<file path="config.mk">
export PLATFORM = sky130hd
export DESIGN_NAME = param_counter_sb_flat
export DESIGN_NICKNAME = d
export VERILOG_FILES = /design/src/rtl/param_counter_sb_if.sv /design/src/rtl/param_counter_sb.sv /design/src/flat_wrapper.sv
export SDC_FILE = /design/constraint.sdc
export NUM_CORES = 1
export LEC_CHECK = 0
export CAP_MARGIN = 20
export CORE_MARGIN = 2
export CORE_UTILIZATION = 50
export DETAILED_ROUTE_END_ITERATION = 6
export PLACE_DENSITY_LB_ADDON = 0.05
export REMOVE_ABC_BUFFERS = 1
export SYNTH_ARGS = -nofsm -noshare
export SYNTH_HDL_FRONTEND = slang
export SYNTH_SLANG_ARGS = --single-unit
export TNS_END_PERCENT = 30
</file>
<file path="constraint.sdc">
create_clock -name clk -period 4.5 [get_ports clk]
set_input_delay 1.35 -clock clk [delete_from_list [all_inputs] [get_ports clk]]
set_output_delay 1.35 -clock clk [all_outputs]
set_load 0.005 [all_outputs]
</file>
<file path="src/rtl/param_counter_sb_if.sv">
// Scoreboard bus for param_counter_sb: stimulus/DUT-under-check signals in, reference model and error status out.
// Capture outputs exist only when SB_ERR_CAPTURE_EN is defined.
interface param_counter_sb_if #(
    parameter int WIDTH = 4,
    parameter int ERR_W = 8
);
    logic             enable;
    logic [1:0]       mode;
    logic [WIDTH-1:0] d;
    logic             dut_valid;
    logic [WIDTH-1:0] dut_q;
    logic             dut_rco;
    logic [WIDTH-1:0] q_model;
    logic             rco_model;
    logic             load_model;
    logic [ERR_W-1:0] err_cnt;
    logic             err_flag;
`ifdef SB_ERR_CAPTURE_EN
    logic             cap_valid;
    logic [WIDTH-1:0] cap_dut_q;
    logic [WIDTH-1:0] cap_model_q;
    logic [15:0]      cap_cycle;

    modport master (
        output enable, mode, d, dut_valid, dut_q, dut_rco,
        input  q_model, rco_model, load_model, err_cnt, err_flag,
        input  cap_valid, cap_dut_q, cap_model_q, cap_cycle
    );
    modport slave (
        input  enable, mode, d, dut_valid, dut_q, dut_rco,
        output q_model, rco_model, load_model, err_cnt, err_flag,
        output cap_valid, cap_dut_q, cap_model_q, cap_cycle
    );
`else
    modport master (
        output enable, mode, d, dut_valid, dut_q, dut_rco,
        input  q_model, rco_model, load_model, err_cnt, err_flag
    );
    modport slave (
        input  enable, mode, d, dut_valid, dut_q, dut_rco,
        output q_model, rco_model, load_model, err_cnt, err_flag
    );
`endif
endinterface

</file>
<file path="src/rtl/param_counter_sb.sv">
// Reference-model scoreboard for an up/down/down-by-STEP/load counter with saturating mismatch counter.
// Optional first-mismatch capture enabled by defining SB_ERR_CAPTURE_EN.
module param_counter_sb #(
    parameter int WIDTH = 4,
    parameter int STEP  = 3,
    parameter int ERR_W = 8
) (
    input logic             clk,
    input logic             reset,
    param_counter_sb_if.slave sb
);
    localparam logic [WIDTH-1:0] Q_MAX  = '1;
    localparam logic [WIDTH-1:0] STEP_V = WIDTH'(STEP);
    localparam logic [ERR_W-1:0] ERR_MAX = '1;

    function automatic logic [ERR_W-1:0] sat_inc(input logic [ERR_W-1:0] v);
        return (v == ERR_MAX) ? v : v + ERR_W'(1);
    endfunction

    logic [WIDTH-1:0] q_p1;
    logic             rco_p1;
    logic             load_p1;
    logic [ERR_W-1:0] err_cnt_p1;
    logic             err_flag_p1;

    logic [WIDTH-1:0] q_nxt;
    logic             rco_nxt;
    logic             load_nxt;
    logic             mismatch;

    always_comb begin
        q_nxt    = q_p1;
        rco_nxt  = 1'b0;
        load_nxt = 1'b0;
        if (sb.enable) begin
            unique case (sb.mode)
                2'b00: begin
                    q_nxt   = q_p1 + WIDTH'(1);
                    rco_nxt = (q_p1 == Q_MAX);
                end
                2'b01: begin
                    q_nxt   = q_p1 - WIDTH'(1);
                    rco_nxt = (q_p1 == '0);
                end
                2'b10: begin
                    q_nxt   = q_p1 - STEP_V;
                    rco_nxt = (q_p1 < STEP_V);
                end
                default: begin
                    q_nxt    = sb.d;
                    load_nxt = 1'b1;
                end
            endcase
        end
    end

    // Compare against the model values registered before this edge
    assign mismatch = sb.dut_valid && ((sb.dut_q != q_p1) || (sb.dut_rco != rco_p1));

    // Stage p1: model state and error bookkeeping
    always_ff @(posedge clk) begin
        if (!reset) begin
            q_p1        <= '0;
            rco_p1      <= 1'b0;
            load_p1     <= 1'b0;
            err_cnt_p1  <= '0;
            err_flag_p1 <= 1'b0;
        end else begin
            q_p1    <= q_nxt;
            rco_p1  <= rco_nxt;
            load_p1 <= load_nxt;
            if (mismatch) begin
                err_cnt_p1  <= sat_inc(err_cnt_p1);
                err_flag_p1 <= 1'b1;
            end
        end
    end

    assign sb.q_model    = q_p1;
    assign sb.rco_model  = rco_p1;
    assign sb.load_model = load_p1;
    assign sb.err_cnt    = err_cnt_p1;
    assign sb.err_flag   = err_flag_p1;

`ifdef SB_ERR_CAPTURE_EN
    logic [15:0]      cyc_p1;
    logic             cap_vld_p1;
    logic [WIDTH-1:0] cap_dut_q_p1;
    logic [WIDTH-1:0] cap_model_q_p1;
    logic [15:0]      cap_cycle_p1;

    // Stage p1: first-mismatch snapshot, frozen until reset
    always_ff @(posedge clk) begin
        if (!reset) begin
            cyc_p1         <= '0;
            cap_vld_p1     <= 1'b0;
            cap_dut_q_p1   <= '0;
            cap_model_q_p1 <= '0;
            cap_cycle_p1   <= '0;
        end else begin
            cyc_p1 <= cyc_p1 + 16'd1;
            if (mismatch && !cap_vld_p1) begin
                cap_vld_p1     <= 1'b1;
                cap_dut_q_p1   <= sb.dut_q;
                cap_model_q_p1 <= q_p1;
                cap_cycle_p1   <= cyc_p1;
            end
        end
    end

    assign sb.cap_valid   = cap_vld_p1;
    assign sb.cap_dut_q   = cap_dut_q_p1;
    assign sb.cap_model_q = cap_model_q_p1;
    assign sb.cap_cycle   = cap_cycle_p1;
`endif
endmodule

</file>
<file path="src/flat_wrapper.sv">
// flat-port wrapper written by rule: the top's interface ports become plain ports
module param_counter_sb_flat 
#(
    parameter int WIDTH = 4,
    parameter int STEP  = 3,
    parameter int ERR_W = 8
)
  (clk, reset, sb_enable, sb_mode, sb_d, sb_dut_valid, sb_dut_q, sb_dut_rco, sb_q_model, sb_rco_model, sb_load_model, sb_err_cnt, sb_err_flag);
  param_counter_sb_if #(.WIDTH(WIDTH), .ERR_W(ERR_W)) sb_i ();
  input logic clk;
  input logic reset;
  input wire logic [$bits(sb_i.enable)-1:0] sb_enable;
  input wire logic [$bits(sb_i.mode)-1:0] sb_mode;
  input wire logic [$bits(sb_i.d)-1:0] sb_d;
  input wire logic [$bits(sb_i.dut_valid)-1:0] sb_dut_valid;
  input wire logic [$bits(sb_i.dut_q)-1:0] sb_dut_q;
  input wire logic [$bits(sb_i.dut_rco)-1:0] sb_dut_rco;
  output wire logic [$bits(sb_i.q_model)-1:0] sb_q_model;
  output wire logic [$bits(sb_i.rco_model)-1:0] sb_rco_model;
  output wire logic [$bits(sb_i.load_model)-1:0] sb_load_model;
  output wire logic [$bits(sb_i.err_cnt)-1:0] sb_err_cnt;
  output wire logic [$bits(sb_i.err_flag)-1:0] sb_err_flag;
  assign sb_i.enable = sb_enable;
  assign sb_i.mode = sb_mode;
  assign sb_i.d = sb_d;
  assign sb_i.dut_valid = sb_dut_valid;
  assign sb_i.dut_q = sb_dut_q;
  assign sb_i.dut_rco = sb_dut_rco;
  assign sb_q_model = sb_i.q_model;
  assign sb_rco_model = sb_i.rco_model;
  assign sb_load_model = sb_i.load_model;
  assign sb_err_cnt = sb_i.err_cnt;
  assign sb_err_flag = sb_i.err_flag;
  param_counter_sb #(.WIDTH(WIDTH), .STEP(STEP), .ERR_W(ERR_W)) u_core (.clk(clk), .reset(reset), .sb(sb_i));
endmodule
</file>
==> summary.md, run 1 <==
| Metric | Value |
|---|---|
| Status | completed |
| Max-Cap Viols | 0 |
| DP Wirelength | 1.62 mm |
| Layout area overhead | 28.1% |
| Routability congestion estimate | 0.838 |
| Number of synthesized flops with an enable pin | 0 |
| Worst-path fanout max | 12 |
| Skew-Pair Late Insertion Delay | 280 ps |
| PwrDens | 234 nW/um2 |
| Peak supply drop | 0.208 mV |
| Buf/Inv on CP | 1 |
| Worst EP required | 4730 ps |
| Die Y | 49.8 um |
| Register area share after synthesis | 0.287 |
| Area of the multi-input gates | 679 um2 |
| Core area | 1960 um2 |
| Tcrit/Tclk final | 0.758 |
| # rows | 16 |
| Register area | 300 um2 |
| Vias/cell | 5.45 |
| Pre-antenna DRT Iters | 5 |
| Final worst slack | 1090 ps |
| Clk slew on worst S/H paths | 80 ps |
| Sum Neg Setup Slack | 0 ps |
| CP top delay family | simple AND/OR/NAND/NOR gates |
| Slowest Stage Delay on Critical Path | 710 ps |
| HP Class | reg -> reg |
| Internal power | 223 uW |
| Worst Tran Pin Value | 658 ps |
| Crit end category | register |
| Worst-case clock buffer depth | 2 |
| #FFs+latches synth | 15 |
| Synth cell types | 43 |
| Starting DRC count in detailed routing | 23 |
| RSZ-0062 raised after global routing | no |
| Clock H-tree levels | 1 |
| Final total power | 313 uW |
| Routed length per instance | 12.8 um |
| Post-route minimum period | 3410 ps |
| Fmax | 293 MHz |
| Comb power frac | 0.267 |
| Initial antenna violation count | 0 |
| Detailed Route WL | 2.21 mm |
| Most used DFF post-synth | dfxtp_1 |
| Fin nets | 167 |
| Hold_buf cts | 0 |
| Ports | 30 |
| Final Hold Vio Count | 0 |
| Layout cells sized above 1 | 0.0616 |
| Slew headroom | 0.560 |
| Slowest CP cell | clkdlybuf4s50_1 |
| CP Cell Sequence | clkdlybuf4s50_1 -> nor2b_1 -> ha_1 -> o21a_1 -> or3_1 -> a31oi_1 -> nand3b_1 -> nand3_1 |
| Finished Cell Area | 1340 um2 |
| Place WS | 838 ps |
| Average size of a mapped cell | 8.65 um2 |
| Placed cell areas | 1320 um2 |
| P_leak | 0.504 nW |
| Detail Route Antenna Nets | 0 |
| GRT Total Usage | 0.201 |
| Critical path type | in -> reg |
| Largest net degree at the start of global routing | 21 |
| Crit start category | input port |
| Vias | 943 |
| Skew final | 1.44 ps |
| GR Overflow Total | 0 |
| Switching Fraction | 0.289 |
| Die ar. | 2480 um2 |
| Share of Yosys cell area claimed by the top area cell type | 0.287 |
| I/O Buffers | 29 |
| # resized after CTS | 0 |
| Seq pwr share | 0.490 |
| Worst EP arrival | 3640 ps |
| Final setup viols | 0 |
| NetSw | 90.6 uW |
| Final Slew Violations | 0 |
| Chip width | 49.8 um |
| First-pass GRT wire length | 3.86 mm |
| Filler Cells Inserted | 177 |
| Number of global-route vias before repair | 857 |
| CTS Sinks | 15 |
| Synth top cells by count | dfxtp_1 (15), nand2_1 (15), mux2i_1 (7) |
| Yosys warnings | 0 |
| CTS tree | yes |
| Cell Area, Synth | 1050 um2 |
| Root Driver | clkbuf_4 |
| Synth top area cells | dfxtp_1 (29%), mux2i_1 (6.7%), ha_1 (6.0%), nand2_1 (5.4%), nand2b_1 (3.0%) |
| Drt drc | 0 |
| Starting Density | 0.534 |
| Ys async rst share | 0 |
| N_diodes | 0 |
| Mapped Cells | 121 |
| Setup Fix Bufs, Post-CTS | 0 |
| Clk network pwr share | 0.243 |
| Area leader, netlist | dfxtp_1 |
| CTS Buf Count | 3 |
## worst register-to-register path, delay by kind of cell (launching register included)
family	cells	cell delay [ps]
xor gates and xnor gates	1	170
DFF	1	600
muxes	1	150
and+or+nand+nor	3	840
## logic make-up (layout without fill, tap and decap cells)
logic type	after synthesis	in the layout	share of synthesized area
multiplexers	7	7	0.0669
buffers and inverters	11	36	0.0645
flip-flops	15	15	0.287
AND/OR/NAND/NOR	52	52	0.274
adder cells (fa/ha/maj)	5	5	0.0597
AO/OA/AOI/OAI	24	24	0.158
XOR/XNOR	7	7	0.0908
## flip-flops by register name, summed over array words and instances, names as in the netlist
name	cells
u_core.sb.err_cnt	8
u_core.sb.q_model	4
u_core.sb.load_model	1
u_core.sb.rco_model	1
u_core.sb.err_flag	1
## cell usage in the layout, fill, tap and decap left out, drive strengths merged, types with 2 or more instances in the layout
cell / Yosys / final
clkbuf: 3 / 4
xnor2: 4 / 4
o21a: 2 / 2
nand3b: 3 / 3
a21oi: 3 / 3
nand2b: 5 / 5
a21boi: 2 / 2
mux2i: 7 / 7
o21ai: 5 / 5
dfxtp: 15 / 15
clkdlybuf4s50: 0 / 29
nand2: 15 / 15
o31ai: 3 / 3
nand3: 7 / 7
nor2: 6 / 6
o211ai: 2 / 2
inv: 3 / 3
xor2: 3 / 3
nor4: 2 / 2
ha: 5 / 5
nor2b: 4 / 4
or3: 2 / 2
## power by group through the flow
stage	sequential [mW]	combinational (mW)	clock, mW
after detailed placement	0.156	0.0834	0
after global placement	0.156	0.0812	0
final	0.154	0.0836	0.0762
after floorplan	0.154	0.0441	0
after global routing	0.156	0.0929	0.0844
after CTS	0.153	0.0837	0.0814
## through the flow
step	instances	util	hold slack, ps
4_1_cts	173	0.684	477
3_3_place_gp	169	0.670	445
5_1_grt	173	0.684	494
3_5_place_dp	169	0.670	455
2_1_floorplan	113	-	464
6_report	173	0.684	470
## area by class of cell
| cell class | count | area share |
|---|---|---|
| Tap cell | 27 | 0.0252 |
| Inverter | 3 | 0.00840 |
| Timing Repair Buffer | 29 | 0.216 |
| Multi-Input combinational cell | 95 | 0.507 |
| Clock buffer | 4 | 0.0196 |
| Sequential cell | 15 | 0.224 |
## path summary, 6_finish.rpt
kind                        startpoint                   end  slack, ps  depth (start not counted)
hold / removal      u_core.sb.err_flag    u_core.sb.err_flag        470                          1
setup / recovery            sb_mode[0]  u_core.sb.q_model[3]       1090                          8
setup reg to reg  u_core.sb.q_model[0]  u_core.sb.err_cnt[1]       2620                          5
hold reg to reg     u_core.sb.err_flag    u_core.sb.err_flag        470                          1
## routing by layer
metal / up-vias / track usage / part of all wire
li1: 481 / - / -
met1: 425 / 0.270 / 0.46
met2: 35 / 0.304 / 0.46
met3: 2 / 0.0667 / 0.072
met4: 0 / 0.0648 / 0.0072
met5: - / 0 / 0
Power figures use the tool's default switching activity.
==> run 2: changes to the inputs <==
--- a/config.mk
+++ b/config.mk
@@ -7,7 +7,7 @@
 export LEC_CHECK = 0
 export CAP_MARGIN = 20
 export CORE_MARGIN = 2
-export CORE_UTILIZATION = 50
+export CORE_UTILIZATION = 47
 export DETAILED_ROUTE_END_ITERATION = 6
 export PLACE_DENSITY_LB_ADDON = 0.05
 export REMOVE_ABC_BUFFERS = 1
==> constraint.sdc (replaced) <==
create_clock -name clk -period 3.3 [get_ports clk]
set_input_delay 0.99 -clock clk [delete_from_list [all_inputs] [get_ports clk]]
set_output_delay 0.99 -clock clk [all_outputs]
set_load 0.005 [all_outputs]
==> summary.md, run 2 (same netlist as run 1, synthesis figures left out) <==
| Metric | Value |
|---|---|
| Vias/cell | 5.52 (+1.2%) |
| Placed cell areas | 1350 um2 (+2.4%) |
| Commonest non-fill, non-tap cells in the layout | clkdlybuf4s50_1 (29), nand2_1 (15), dfxtp_1 (15) |
| Hold Path Depth | 1 (unchanged) |
| RSZ-0062 raised after global routing | no |
| Final setup viols | 0 (unchanged) |
| Die ar. | 2620 um2 (+5.9%) |
| First-pass GRT wire length | 4.00 mm (+3.4%) |
| GR Util met1 | 0.244 (-0.0259) |
| Skew final | 0.660 ps (-0.776 ps) |
| Final Slew Violations | 0 (unchanged) |
| Worst-path fanout max | 4 (-8) |
| Peak supply drop | 0.212 mV (+1.5%) |
| Crit start category | input port |
| Fmax | 397 MHz |
| Depth of the most critical reg-to-reg path | 5 (unchanged) |
| Number of global-route vias before repair | 952 (+11%) |
| Register area | 300 um2 (unchanged) |
| Worst EP arrival | 2760 ps (-880 ps) |
| Root Driver | clkbuf_4 |
| DP Wirelength | 1.72 mm (+5.9%) |
| Final core occ | 0.639 (-0.0442) |
| Worst EP required | 3530 ps (-1200 ps) |
| Clk slew on worst S/H paths | 100 ps (+20 ps) |
| Layout area overhead | 31.2% |
| Largest net degree at the start of global routing | 20 (-4.8%) |
| CTS tree | yes |
| Die Y | 51.2 um (+2.9%) |
| Largest register FFs | 8 (unchanged) |
| Finished Cell Area | 1370 um2 (+2.4%) |
| GRT Total Usage | 0.205 (+0.00318) |
| CTS Sinks | 15 (unchanged) |
| Hold_buf cts | 0 (unchanged) |
| CTS Buf Count | 3 (unchanged) |
| Drt drc | 0 (unchanged) |
| Slowest CP cell | clkdlybuf4s50_1 |
| # rows | 17 (+1) |
| Dpl cells | 174 (+3.0%) |
| Detail Route Antenna Nets | 0 (unchanged) |
| Worst Tran Pin Value | 625 ps (-33.2 ps) |
| Crit end category | register |
| Final Hold Vio Count | 0 (unchanged) |
| Met3 layer usage reported by global route | 0.0322 (-0.0345) |
| Clock H-tree levels | 1 (unchanged) |
| Starting DRC count in detailed routing | 28 (+22%) |
| I/O Buffers | 29 (unchanged) |
| HP Class | reg -> reg |
| Area of the multi-input gates | 679 um2 (unchanged) |
| Slew headroom | 0.581 (+0.0212) |
| Core area | 2150 um2 (+9.5%) |
| Final total power | 437 uW (+39%) |
| Starting Density | 0.487 (-0.0463) |
| Routability congestion estimate | 0.809 (-3.4%) |
| Fin nets | 171 (+2.4%) |
| Critical path type | in -> reg |
| Non-filler cells in the finished layout | 178 (+2.9%) |
| CP Cell Sequence | clkdlybuf4s50_1 -> nor2b_1 -> ha_1 -> o21a_1 -> or3_1 -> a31oi_1 -> o21ai_1 -> nand3_1 |
| Vias | 982 (+4.1%) |
| Setup Fix Bufs, Post-CTS | 0 (unchanged) |
| Max-Cap Viols | 0 (unchanged) |
| P_leak | 0.526 nW (+4.4%) |
| Post-route minimum period | 2520 ps |
| Ports | 30 (unchanged) |
| Routed length per instance | 13.2 um (+2.9%) |
| Filler Cells Inserted | 179 (+1.1%) |
| # resized after CTS | 0 (unchanged) |
| Met2 usage | 0.342 (+0.0375) |
| Skew-Pair Late Insertion Delay | 280 ps (about the same) |
| Status | completed |
| GR Overflow Total | 0 (unchanged) |
| PwrDens | 318 nW/um2 (+36%) |
| Slowest Stage Delay on Critical Path | 470 ps (-240 ps) |
| Detailed Route WL | 2.34 mm (+5.9%) |
| Layout cells sized above 1 | 0.0933 (+0.0317) |
| N_diodes | 0 (unchanged) |
| Chip width | 51.2 um (+2.9%) |
| Pre-antenna DRT Iters | 4 (-1) |
| Gr busiest metal | met2 |
| Tcrit/Tclk final | 0.764 |
| Worst-case clock buffer depth | 2 (unchanged) |
| Most common cell after layout, fill and taps aside | clkdlybuf4s50_1 |
| Initial antenna violation count | 0 (unchanged) |
| Sum Neg Setup Slack | 0 ps (unchanged) |
## run 2: changes by cell type in the layout (fill, tap and decap cells not counted), sizes merged
| cell | before | now |
|---|---|---|
| buf | 0 | 4 |
| clkbuf | 4 | 3 |
| clkinv | 0 | 1 |
## run 2: path summary, 6_finish.rpt
check / end / start / slack (ps)
worst max-delay path: u_core.sb.q_model[3] / sb_mode[0] / 780
worst min-delay path: u_core.sb.err_flag / u_core.sb.err_flag / 470
worst min register to register: u_core.sb.err_flag / u_core.sb.err_flag / 470
worst max register to register: u_core.sb.err_cnt[1] / u_core.sb.q_model[0] / 1460
## run 2: worst max-delay path: cells and delay by family
kind            cells  cell delay [ps]
fa+ha+maj           1              300
compound gates      3              430
simple gates        3              560
buf+inv             1              470
## run 2: area by class of cell
| class | count | share of cell area |
|---|---|---|
| inverters | 3 | 0.00820 |
| flip-flops and latches | 15 | 0.219 |
| multi-input cells | 95 | 0.495 |
| clock buffers | 3 | 0.0164 |
| well taps | 28 | 0.0255 |
| clock inverters | 1 | 0.00364 |
| repair buffers | 33 | 0.233 |
## run 2: power by group
group | total, mW | switching (mW) | leakage (nW) | internal (mW)
logic | 0.118 | 0.0480 | 0.385 | 0.0696
registers | 0.210 | 0.0196 | 0.123 | 0.190
clock network | 0.109 | 0.0640 | 0.0177 | 0.0450
total | 0.437 | 0.132 | 0.526 | 0.305
## run 2: routing by layer
metal,vias up,routed length (um)
li1,487,-
met1,456,1040
met2,37,1130
met3,2,148
met4,0,17
met5,-,0
## run 2: per-stage QoR
step	hold slack (ps)	setup WS, ps
2_1_floorplan	464	946
3_3_place_gp	448	538
3_5_place_dp	460	493
4_1_cts	485	798
5_1_grt	498	666
6_report	474	778
==> run 3: changes to the inputs <==
--- a/config.mk
+++ b/config.mk
@@ -7,7 +7,7 @@
 export LEC_CHECK = 0
 export CAP_MARGIN = 20
 export CORE_MARGIN = 2
-export CORE_UTILIZATION = 47
+export CORE_UTILIZATION = 42
 export DETAILED_ROUTE_END_ITERATION = 6
 export PLACE_DENSITY_LB_ADDON = 0.05
 export REMOVE_ABC_BUFFERS = 1
==> constraint.sdc (replaced) <==
create_clock -name clk -period 2.3 [get_ports clk]
set_input_delay 0.69 -clock clk [delete_from_list [all_inputs] [get_ports clk]]
set_output_delay 0.69 -clock clk [all_outputs]
set_load 0.005 [all_outputs]
==> summary.md, run 3 (same netlist as run 1, synthesis figures left out) <==
| Metric | Value |
|---|---|
| Final Hold Vio Count | 0 (unchanged) |
| Final setup viols | 0 (unchanged) |
| Die Y | 53.9 um (+5.3%) |
| Depth of the most critical reg-to-reg path | 5 (unchanged) |
| Worst-case clock buffer depth | 2 (unchanged) |
| Hold_buf cts | 0 (unchanged) |
| Worst setup path end | sb_q_model[3] |
| Core area | 2410 um2 (+12%) |
| Worst Tran Pin Value | 422 ps (-203 ps) |
| CTS tree | yes |
| Routability congestion estimate | 0.769 (-5.0%) |
| Final total power | 637 uW (+46%) |
| DP Wirelength | 1.76 mm (+2.5%) |
| Crit start category | register |
| Root Driver | clkbuf_4 |
| RSZ-0062 raised after global routing | no |
| P_leak | 0.559 nW (+6.4%) |
| Post-route minimum period | 2150 ps |
| Largest register FFs | 8 (unchanged) |
| Layout cells sized above 1 | 0.127 (+0.0341) |
| CTS Sinks | 15 (unchanged) |
| I/O Buffers | 29 (unchanged) |
| CP top delay family | flip-flops |
| PwrDens | 447 nW/um2 (+40%) |
| Max-Cap Viols | 0 (unchanged) |
| Pre-antenna DRT Iters | 4 (unchanged) |
| Peak supply drop | 0.268 mV (+27%) |
| Vias | 983 (+0.10%) |
| Skew final | 4.46 ps (+3.80 ps) |
| Clock H-tree levels | 1 (unchanged) |
| Die ar. | 2910 um2 (+11%) |
| HP Class | reg -> reg |
| FF-to-FF End | u_core.sb.err_cnt[5] |
| Vias/cell | 5.26 (-4.7%) |
| Fmax | 466 MHz |
| Largest net degree at the start of global routing | 20 (unchanged) |
| Slew headroom | 0.718 (+0.137) |
| CTS Buf Count | 3 (unchanged) |
| WP depth | 1 (-7) |
| CP Cell Sequence | clkdlybuf4s50_1 |
| Starting DRC count in detailed routing | 12 (-57%) |
| Skew-Pair Late Insertion Delay | 280 ps (about the same) |
| Chip width | 53.9 um (+5.3%) |
| # resized after CTS | 0 (unchanged) |
| RR Startpoint | u_core.sb.q_model[3] |
| Critical path type | reg -> out |
| Detail Route Antenna Nets | 0 (unchanged) |
| Slowest CP cell | dfxtp_1 |
| Crit end category | primary output |
| Number of global-route vias before repair | 850 (-11%) |
| Tcrit/Tclk final | 0.934 |
| R2R Setup Slk | 630 ps (-830 ps) |
| # rows | 18 (+1) |
| Most common cell after layout, fill and taps aside | clkdlybuf4s50_1 |
| Dpl cells | 183 (+5.2%) |
| Non-filler cells in the finished layout | 187 (+5.1%) |
| Worst-path fanout max | 9 (+5) |
| Routed length per instance | 12.6 um (-4.1%) |
| Initial antenna violation count | 0 (unchanged) |
| Buf/Inv on CP | 1 (unchanged) |
| Starting Density | 0.435 (-0.0529) |
| Setup Fix Bufs, Post-CTS | 0 (unchanged) |
| Detailed Route WL | 2.36 mm (+0.73%) |
| Worst EP arrival | 1460 ps (-1300 ps) |
| Drt drc | 0 (unchanged) |
| GRT Total Usage | 0.185 (-0.0199) |
| Fin nets | 178 (+4.1%) |
| Setup crit start | u_core.sb.q_model[3] |
| Ports | 30 (unchanged) |
| GR Overflow Total | 0 (unchanged) |
| Layout area overhead | 36.3% |
| Commonest non-fill, non-tap cells in the layout | clkdlybuf4s50_1 (29), nand2_1 (15), dfxtp_1 (15) |
| Clk slew on worst S/H paths | 90 ps (about the same) |
| N_diodes | 0 (unchanged) |
| First-pass GRT wire length | 3.82 mm (-4.3%) |
| Slowest Stage Delay on Critical Path | 590 ps (+120 ps) |
| Final Slew Violations | 0 (unchanged) |
| Status | completed |
| Worst EP required | 1610 ps (-1920 ps) |
[run 3: cell count changes in the layout (fill, tap and decap cells not counted)]
cell | previous run | this run
buf_4 | 4 | 11
clkinv_2 | 1 | 0
clkbuf_1 | 0 | 1
[run 3: routing by layer]
layer / vias up / GRT usage / wire, um
li1: 503 / - / -
met1: 454 / 0.240 / 1050
met2: 22 / 0.303 / 1180
met3: 4 / 0.0194 / 83
met4: 0 / 0.0897 / 42
met5: - / 0 / 0
[run 3: worst min path at each step]
stage / slack, ps / end / cells past startpoint / startpoint
2_1_floorplan: 460 / u_core.sb.err_flag / 1 / u_core.sb.err_flag
3_3_place_gp: 450 / u_core.sb.err_flag / 1 / u_core.sb.err_flag
3_5_place_dp: 460 / u_core.sb.err_flag / 1 / u_core.sb.err_flag
4_1_cts: 480 / u_core.sb.err_flag / 1 / u_core.sb.err_flag
5_1_grt: 510 / u_core.sb.err_flag / 1 / u_core.sb.err_flag
6_report: 480 / u_core.sb.err_flag / 1 / u_core.sb.err_flag
[run 3: where the power goes]
group / internal [mW] / switching [mW] / total, mW
combinational: 0.111 / 0.0831 / 0.194
sequential: 0.273 / 0.0168 / 0.290
clock: 0.0673 / 0.0861 / 0.153
total: 0.451 / 0.186 / 0.637
[run 3: cell type report]
class	instances	area, um2
Fill cell	241	982
Multi-Input combinational cell	95	679
Timing Repair Buffer	40	373
Sequential cell	15	300
Tap cell	30	37.5
Clock buffer	4	26.3
Inverter	3	11.3
[run 3: per-stage QoR]
step	TNS (ps)	setup slack [ps]	utilization	hold slack, ps	cell area (um2)
after floorplan	0	246	-	464	991
after global placement	-183	-122	0.582	449	1400
after detailed placement	-279	-156	0.582	461	1400
after CTS	0	139	0.592	485	1430
after global routing	0	35.9	0.592	514	1430
final	0	153	0.592	478	1430
